### config.mk
export PLATFORM = sky130hd
export DESIGN_NAME = vid2is_ctrl_packet_gen
export DESIGN_NICKNAME = d
export VERILOG_FILES = /design/src/rtl/vid2is_pkg.sv /design/src/rtl/vid2is_skid2.sv /design/src/rtl/vid2is_ctrl_packet_gen.sv
export SDC_FILE = /design/constraint.sdc
export NUM_CORES = 1
export LEC_CHECK = 0
export ABC_CLOCK_PERIOD_IN_PS = 6700
export CAP_MARGIN = 20
export CORE_MARGIN = 10
export CORE_UTILIZATION = 32
export DETAILED_ROUTE_END_ITERATION = 16
export DONT_BUFFER_PORTS = 1
export SLEW_MARGIN = 20
export SYNTH_ARGS = -nofsm -noshare
export SYNTH_HDL_FRONTEND = slang
export SYNTH_SLANG_ARGS = --single-unit
### constraint.sdc
create_clock -name clk -period 6.7 [get_ports clk]
set_input_delay 1.34 -clock clk [delete_from_list [all_inputs] [get_ports clk]]
set_output_delay 1.34 -clock clk [all_outputs]
set_load 0.03 [all_outputs]
### src/rtl/vid2is_pkg.sv
// rtl/vid2is_pkg.sv - packet type codes, FSM encoding and control-packet nibble lookup
package vid2is_pkg;

  localparam logic [3:0] TYPE_CTRL        = 4'hF;
  localparam logic [3:0] TYPE_VIDEO       = 4'h0;
  localparam int         NUM_CTRL_NIBBLES = 9;

  typedef enum logic [2:0] {
    ST_IDLE     = 3'd0,
    ST_MEASURE  = 3'd1,
    ST_CTRL     = 3'd2,
    ST_WAIT_SOF = 3'd3,
    ST_VIDEO    = 3'd4,
    ST_SKIP     = 3'd5
  } state_e;

  // Payload order: width MS nibble first, then height, then the interlace nibble.
  function automatic logic [3:0] ctrl_nibble(input logic [3:0]  idx,
                                             input logic [15:0] w,
                                             input logic [15:0] h,
                                             input logic [3:0]  il);
    logic [3:0] n;
    case (idx)
      4'd0:    n = w[15:12];
      4'd1:    n = w[11:8];
      4'd2:    n = w[7:4];
      4'd3:    n = w[3:0];
      4'd4:    n = h[15:12];
      4'd5:    n = h[11:8];
      4'd6:    n = h[7:4];
      4'd7:    n = h[3:0];
      4'd8:    n = il;
      default: n = 4'h0;
    endcase
    return n;
  endfunction

endpackage

### src/rtl/vid2is_skid2.sv
// rtl/vid2is_skid2.sv - two-entry elastic buffer with push, pop and flush
module vid2is_skid2 #(
  parameter int W = 21
) (
  input  logic         clk,
  input  logic         rst,
  input  logic         push_i,
  input  logic         pop_i,
  input  logic         flush_i,
  input  logic [W-1:0] din_i,
  output logic [W-1:0] dout_o,
  output logic         empty_o
);

  logic [W-1:0] mem_q [2];
  logic         rd_ptr_q, wr_ptr_q;
  logic [1:0]   cnt_q, cnt_d;
  logic         do_push, do_pop;

  assign do_pop  = pop_i && (cnt_q != 2'd0);
  assign do_push = push_i && ((cnt_q != 2'd2) || do_pop);
  assign cnt_d   = cnt_q + {1'b0, do_push} - {1'b0, do_pop};

  always_ff @(posedge clk or posedge rst) begin
    if (rst) begin
      rd_ptr_q <= 1'b0;
      wr_ptr_q <= 1'b0;
      cnt_q    <= 2'd0;
      mem_q[0] <= '0;
      mem_q[1] <= '0;
    end else if (flush_i) begin
      rd_ptr_q <= 1'b0;
      wr_ptr_q <= 1'b0;
      cnt_q    <= 2'd0;
    end else begin
      if (do_push) begin
        mem_q[wr_ptr_q] <= din_i;
        wr_ptr_q        <= ~wr_ptr_q;
      end
      if (do_pop) rd_ptr_q <= ~rd_ptr_q;
      cnt_q <= cnt_d;
    end
  end

  assign dout_o  = mem_q[rd_ptr_q];
  assign empty_o = (cnt_q == 2'd0);

endmodule

### src/rtl/vid2is_ctrl_packet_gen.sv
// rtl/vid2is_ctrl_packet_gen.sv - measures field dimensions and emits Avalon-ST Video control
// packets and video headers ahead of the Vid2IS write buffer
module vid2is_ctrl_packet_gen
  import vid2is_pkg::*;
#(
  parameter int DATA_WIDTH              = 20,
  parameter int NUMBER_OF_COLOUR_PLANES = 2,
  parameter int BPS                     = 10
) (
  input  logic                  clk,
  input  logic                  rst,
  input  logic                  hd_sdn,
  input  logic                  vid_locked,
  input  logic                  vid_valid,
  input  logic [DATA_WIDTH-1:0] vid_data,
  input  logic                  vid_eol,
  input  logic                  vid_eof,
  input  logic                  vid_sof,
  input  logic                  vid_f,
  input  logic                  vid_interlaced,
  output logic                  wrreq_out,
  output logic [DATA_WIDTH-1:0] data_out,
  output logic                  packet_out,
  output logic                  early_eop,
  output logic [15:0]           width_out,
  output logic [15:0]           height_out,
  output logic                  dim_error
);

  state_e state_q, state_d;

  logic                  wr_q, wr_d, pkt_q, pkt_d, eop_q, eop_d;
  logic [DATA_WIDTH-1:0] data_q, data_d;
  logic                  hdr_sent_q, hdr_sent_d, type_sent_q, type_sent_d;
  logic [3:0]            nib_q, nib_d, planes, il_q;
  logic [15:0]           sample_cnt_q, line_cnt_q, first_len_q, width_q, height_q;
  logic [15:0]           line_len, first_len_nx, line_cnt_nx;
  logic                  dim_err_q, counting, ctrl_last, ctrl_done;

  logic                  buf_push, buf_pop, buf_flush, buf_empty;
  logic [DATA_WIDTH:0]   buf_dout;

  vid2is_skid2 #(.W(DATA_WIDTH + 1)) u_skid (
    .clk     (clk),
    .rst     (rst),
    .push_i  (buf_push),
    .pop_i   (buf_pop),
    .flush_i (buf_flush),
    .din_i   ({1'b0, vid_data}),
    .dout_o  (buf_dout),
    .empty_o (buf_empty)
  );

  assign planes    = hd_sdn ? 4'(NUMBER_OF_COLOUR_PLANES) : 4'd1;
  assign ctrl_last = ({1'b0, nib_q} + {1'b0, planes}) >= 5'(NUM_CTRL_NIBBLES);
  assign ctrl_done = (state_q == ST_CTRL) && buf_empty && type_sent_q && ctrl_last;

  always_ff @(posedge clk or posedge rst) begin
    if (rst) state_q <= ST_IDLE;
    else     state_q <= state_d;
  end

  always_comb begin
    state_d = state_q;
    if (!vid_locked) begin
      state_d = ST_IDLE;
    end else begin
      case (state_q)
        ST_IDLE:     state_d = ST_MEASURE;
        ST_MEASURE:  if (vid_eof) state_d = ST_CTRL;
        ST_CTRL:     if (ctrl_done) state_d = ST_WAIT_SOF;
        ST_WAIT_SOF: if (vid_sof) state_d = ST_VIDEO;
        ST_VIDEO:    if (vid_eof) state_d = ST_CTRL;
                     else if (vid_sof) state_d = ST_SKIP;
        ST_SKIP:     if (vid_eof) state_d = ST_CTRL;
        default:     state_d = ST_IDLE;
      endcase
    end
  end

  // The header displaces the first sample into the buffer; from then on every
  // sample goes through it one cycle late until an idle cycle drains it.
  always_comb begin
    wr_d        = 1'b0;
    data_d      = '0;
    pkt_d       = 1'b0;
    eop_d       = 1'b0;
    buf_push    = 1'b0;
    buf_pop     = 1'b0;
    buf_flush   = 1'b0;
    hdr_sent_d  = 1'b0;
    type_sent_d = 1'b0;
    nib_d       = '0;
    if (!vid_locked) begin
      buf_flush = 1'b1;
      eop_d     = (state_q == ST_VIDEO);
    end else begin
      case (state_q)
        ST_VIDEO: begin
          hdr_sent_d = hdr_sent_q;
          if (vid_sof && !vid_eof) begin
            eop_d     = 1'b1;
            buf_flush = 1'b1;
          end else if (vid_valid) begin
            wr_d = 1'b1;
            if (!hdr_sent_q) begin
              pkt_d       = 1'b1;
              data_d[3:0] = TYPE_VIDEO;
              buf_push    = 1'b1;
              hdr_sent_d  = 1'b1;
            end else if (!buf_empty) begin
              {pkt_d, data_d} = buf_dout;
              buf_pop         = 1'b1;
              buf_push        = 1'b1;
            end else begin
              data_d = vid_data;
            end
          end else if (!buf_empty) begin
            wr_d            = 1'b1;
            {pkt_d, data_d} = buf_dout;
            buf_pop         = 1'b1;
          end
        end
        ST_CTRL: begin
          type_sent_d = type_sent_q;
          nib_d       = nib_q;
          if (!buf_empty) begin
            wr_d            = 1'b1;
            {pkt_d, data_d} = buf_dout;
            buf_pop         = 1'b1;
          end else begin
            wr_d  = 1'b1;
            pkt_d = 1'b1;
            if (!type_sent_q) begin
              data_d[3:0] = TYPE_CTRL;
              type_sent_d = 1'b1;
            end else begin
              for (int p = 0; p < NUMBER_OF_COLOUR_PLANES; p++) begin
                if (p == 0 || hd_sdn)
                  data_d[p*BPS +: 4] = ctrl_nibble(nib_q + 4'(p), width_q, height_q, il_q);
              end
              nib_d = nib_q + planes;
              if (ctrl_last) begin
                type_sent_d = 1'b0;
                nib_d       = '0;
              end
            end
          end
        end
        default: ;
      endcase
    end
  end

  always_ff @(posedge clk or posedge rst) begin
    if (rst) begin
      wr_q        <= 1'b0;
      data_q      <= '0;
      pkt_q       <= 1'b0;
      eop_q       <= 1'b0;
      hdr_sent_q  <= 1'b0;
      type_sent_q <= 1'b0;
      nib_q       <= '0;
    end else begin
      wr_q        <= wr_d;
      data_q      <= data_d;
      pkt_q       <= pkt_d;
      eop_q       <= eop_d;
      hdr_sent_q  <= hdr_sent_d;
      type_sent_q <= type_sent_d;
      nib_q       <= nib_d;
    end
  end

  // Width is taken from the first line of the field; later lines only feed the mismatch check.
  assign counting     = vid_locked && (state_q == ST_MEASURE || state_q == ST_VIDEO || state_q == ST_SKIP);
  assign line_len     = (vid_valid && sample_cnt_q != 16'hFFFF) ? sample_cnt_q + 16'd1 : sample_cnt_q;
  assign first_len_nx = (vid_eol && line_cnt_q == 16'd0) ? line_len : first_len_q;
  assign line_cnt_nx  = (vid_eol && line_cnt_q != 16'hFFFF) ? line_cnt_q + 16'd1 : line_cnt_q;

  always_ff @(posedge clk or posedge rst) begin
    if (rst) begin
      sample_cnt_q <= '0;
      line_cnt_q   <= '0;
      first_len_q  <= '0;
      width_q      <= '0;
      height_q     <= '0;
      il_q         <= '0;
      dim_err_q    <= 1'b0;
    end else begin
      if (!counting || vid_sof || vid_eof) begin
        sample_cnt_q <= '0;
        line_cnt_q   <= '0;
        first_len_q  <= '0;
      end else begin
        if (vid_eol)        sample_cnt_q <= '0;
        else if (vid_valid) sample_cnt_q <= line_len;
        line_cnt_q  <= line_cnt_nx;
        first_len_q <= first_len_nx;
      end
      if (counting && vid_eof) begin
        width_q  <= hd_sdn ? first_len_nx : first_len_nx >> 1;
        height_q <= line_cnt_nx;
        il_q     <= vid_interlaced ? {1'b1, ~vid_f, 2'b00} : 4'b0000;
      end
      if (counting && vid_eol && line_cnt_q != 16'd0 && line_len != first_len_q)
        dim_err_q <= 1'b1;
      if (vid_locked && state_q == ST_CTRL && vid_valid)
        dim_err_q <= 1'b1;
    end
  end

  assign wrreq_out  = wr_q;
  assign data_out   = data_q;
  assign packet_out = pkt_q;
  assign early_eop  = eop_q;
  assign width_out  = width_q;
  assign height_out = height_q;
  assign dim_error  = dim_err_q;

endmodule

==> flow_summary.json <==
{
  "grt_pass1_vias": 6117,
  "wl_per_cell_um": 19.0,
  "fin_area_mm2": 0.00930,
  "slew_violations": 0,
  "r2r-start": "sample_cnt_q[4]$_DFFE_PP0P_",
  "cts.sinks": 159,
  "start_kind": "input pin",
  "place_ws_ns": 2.91,
  "skew_ns": 0.0132,
  "setup_viol": 0,
  "endpoint_kind": "register",
  "rows": 59,
  "syn_avg_cell_area_um2": 9.96,
  "synth_warnings": 0,
  "worst_r2r_path_depth": 7,
  "cts_tree": "built",
  "dpl-instance-area_mm2": 0.00871,
  "start_util": 0.326,
  "h-tree-depth": 4,
  "power_leakage_nw": 3.80,
  "synth.top_cell.area_share": 0.467,
  "clockBufferDepth": 2,
  "die-area_mm2": 0.0336,
  "finalHoldViolCount": 0,
  "status": "finished clean",
  "io_buffers": 0,
  "drive_gt1_frac": 0.138,
  "fmax_mhz": 303,
  "ys_seq_area_frac": 0.467,
  "synth-seq-cells": 159,
  "relSlewSlack": 0.317,
  "ant_nets": 0,
  "place_inst": 1144,
  "die_h_um": 183,
  "io_pins": 86,
  "grtUsageTotal": 0.134,
  "drcViolationCount": 0,
  "finalWeightedCongestion": 0.913,
  "most-common-layout-cells": "dfrtp_1 (159), nand2_1 (84), nor2_1 (82)",
  "clk_pin_slew_ns": 0.06,
  "post-route-util": 0.356,
  "finalWorstSetupSlack_ns": 3.40,
  "dr.first_iter.drc_count": 389,
  "finalPower_mw": 2.07,
  "hold_class": "register to register",
  "min_period_ns": 3.30,
  "synth_cells": 856,
  "grt-ovfl-total": 0,
  "hold_depth": 1,
  "mappedNetlistArea_mm2": 0.00853,
  "ys.flop_type": "dfrtp_1",
  "root_buffer": "clkbuf_16",
  "rsz0062_at_grt": "no",
  "required_ns": 7.02,
  "grt_max_degree": 101,
  "hold_buffers": 0,
  "dp_hpwl_um": 16100,
  "syn_nets": 894,
  "grt_pass1_wl_um": 35300,
  "crit_type": "input pin to register",
  "worstPathMaxFanout": 20,
  "area_delta_synth_final_pct": 9.08,
  "powerDensity_mw_per_mm2": 222,
  "fin_cells": 1176,
  "wl_um": 22300,
  "whs_ns": 0.506,
  "min_from": "u_skid.mem_q[38]$_DFFE_PP0P_",
  "drtPass1Iterations": 5,
  "synth.distinct_cells": 77,
  "synth_largest_area_cell": "dfrtp_1",
  "clk_latency_ns": 0.44,
  "setup_tns_ns": 0,
  "fin_nets": 866,
  "cap_violations": 0,
  "num_vias": 6298,
  "cts_resized": 0,
  "fin_crit_sh": 0.493,
  "numCtsBuffers": 17,
  "diodes": 0,
  "r2r-end": "dim_error$_DFFE_PP0P_",
  "die_width_um": 183,
  "synth-edff-count": 0,
  "core_area_mm2": 0.0261,
  "reg2reg_slack_ns": 3.86,
  "final_common_cell": "dfrtp_1",
  "worstMarginPinSlew_ns": 1.02,
  "synth_area_leaders": "dfrtp_1 (47%), mux2_2 (7.8%), mux2i_1 (4.5%)",
  "max-vdd-ir-drop_mv": 0.159,
  "synth-async-reset-ratio": 1.00,
  "min_to": "u_skid.mem_q[38]$_DFFE_PP0P_",
  "antenna_found_initial": 0,
  "crit_arrival_ns": 3.62,
  "avgViaCountPerCell": 5.36,
  "post_cts_buffers": 0
}
cell type report:
class	instances	area (um2)
sequential	159	3980
clock buffer	18	439
inverter	17	68.8
tap	335	419
timing repair buffer	5	37.5
multi-input combinational	628	4210
fill	2650	16800
clock inverter	14	145
worst max path at each step:
stage	start	end	slack (ns)	cells past startpoint
2_1_floorplan	rst	data_out[0]$_DFF_PP0_	1.07	1
3_3_place_gp	vid_eof	u_skid.mem_q[17]$_DFFE_PP0P_	2.96	7
3_5_place_dp	vid_eof	u_skid.mem_q[16]$_DFFE_PP0P_	2.91	7
4_1_cts	vid_eof	u_skid.mem_q[16]$_DFFE_PP0P_	3.37	7
5_1_grt	vid_eof	u_skid.mem_q[16]$_DFFE_PP0P_	3.23	7
6_report	vid_eof	u_skid.mem_q[16]$_DFFE_PP0P_	3.40	7
power by group:
group	internal [mW]	switching [mW]	leakage [nW]	total, mW
Clock	0.505	0.450	0.281	0.956
Sequential	0.979	0.0393	2.21	1.02
Combinational	0.0331	0.0592	1.31	0.0923
synthesized netlist by cell type (10+ instances only):
cell	n
o21ai_0	59
xor2_1	20
o211ai_1	11
nand3_1	17
a211oi_1	10
mux2_2	59
a21oi_1	33
and3_1	12
inv_1	14
a31oi_1	12
mux2i_1	38
nor3_1	15
nand4_1	21
nor2_1	82
buf_2	11
xnor2_1	26
dfrtp_1	159
nand2_1	85
nor2b_1	17
clkbuf_1	23
sequential cells by signal (all words and copies together), names as in the netlist:
name,count
u_skid.mem_q,40
data_out,20
first_len_q,16
height_out,16
line_cnt_q,16
sample_cnt_q,16
width_out,16
nib_q,4
state_q,3
il_q,2
u_skid.cnt_q,2
dim_error,1
early_eop,1
hdr_sent_q,1
packet_out,1
type_sent_q,1
u_skid.rd_ptr_q,1
u_skid.wr_ptr_q,1
wrreq_out,1
layer usage:
| layer | share of wire | routed length, um | up-vias | track usage |
|---|---|---|---|---|
| li1 | - | - | 3025 | - |
| met1 | 0.42 | 9420 | 3091 | 0.161 |
| met2 | 0.50 | 11100 | 159 | 0.220 |
| met3 | 0.063 | 1410 | 23 | 0.0419 |
| met4 | 0.017 | 373 | 0 | 0.0469 |
| met5 | 0 | 0 | - | 0 |
logic make-up (layout without fill, tap and decap cells):
family,Yosys count,in the layout,synth area share
muxes,98,98,0.125
and+or+nand+nor,288,288,0.166
DFF,159,159,0.467
xor gates and xnor gates,46,46,0.0472
AOI/OAI and AO/OA,188,188,0.141
adders and majority gates,8,8,0.0126
buffers and inverters,69,54,0.0412
worst max-delay path: stages:
cell and delay [ns]:
nand2b_1 0.24, a31oi_1 0.21, nor2_1 0.07, a311oi_1 0.52, nor3_2 0.13, nand2_1 0.68, mux2_2 0.42
Note: power is estimated with default switching activity, not from simulation.
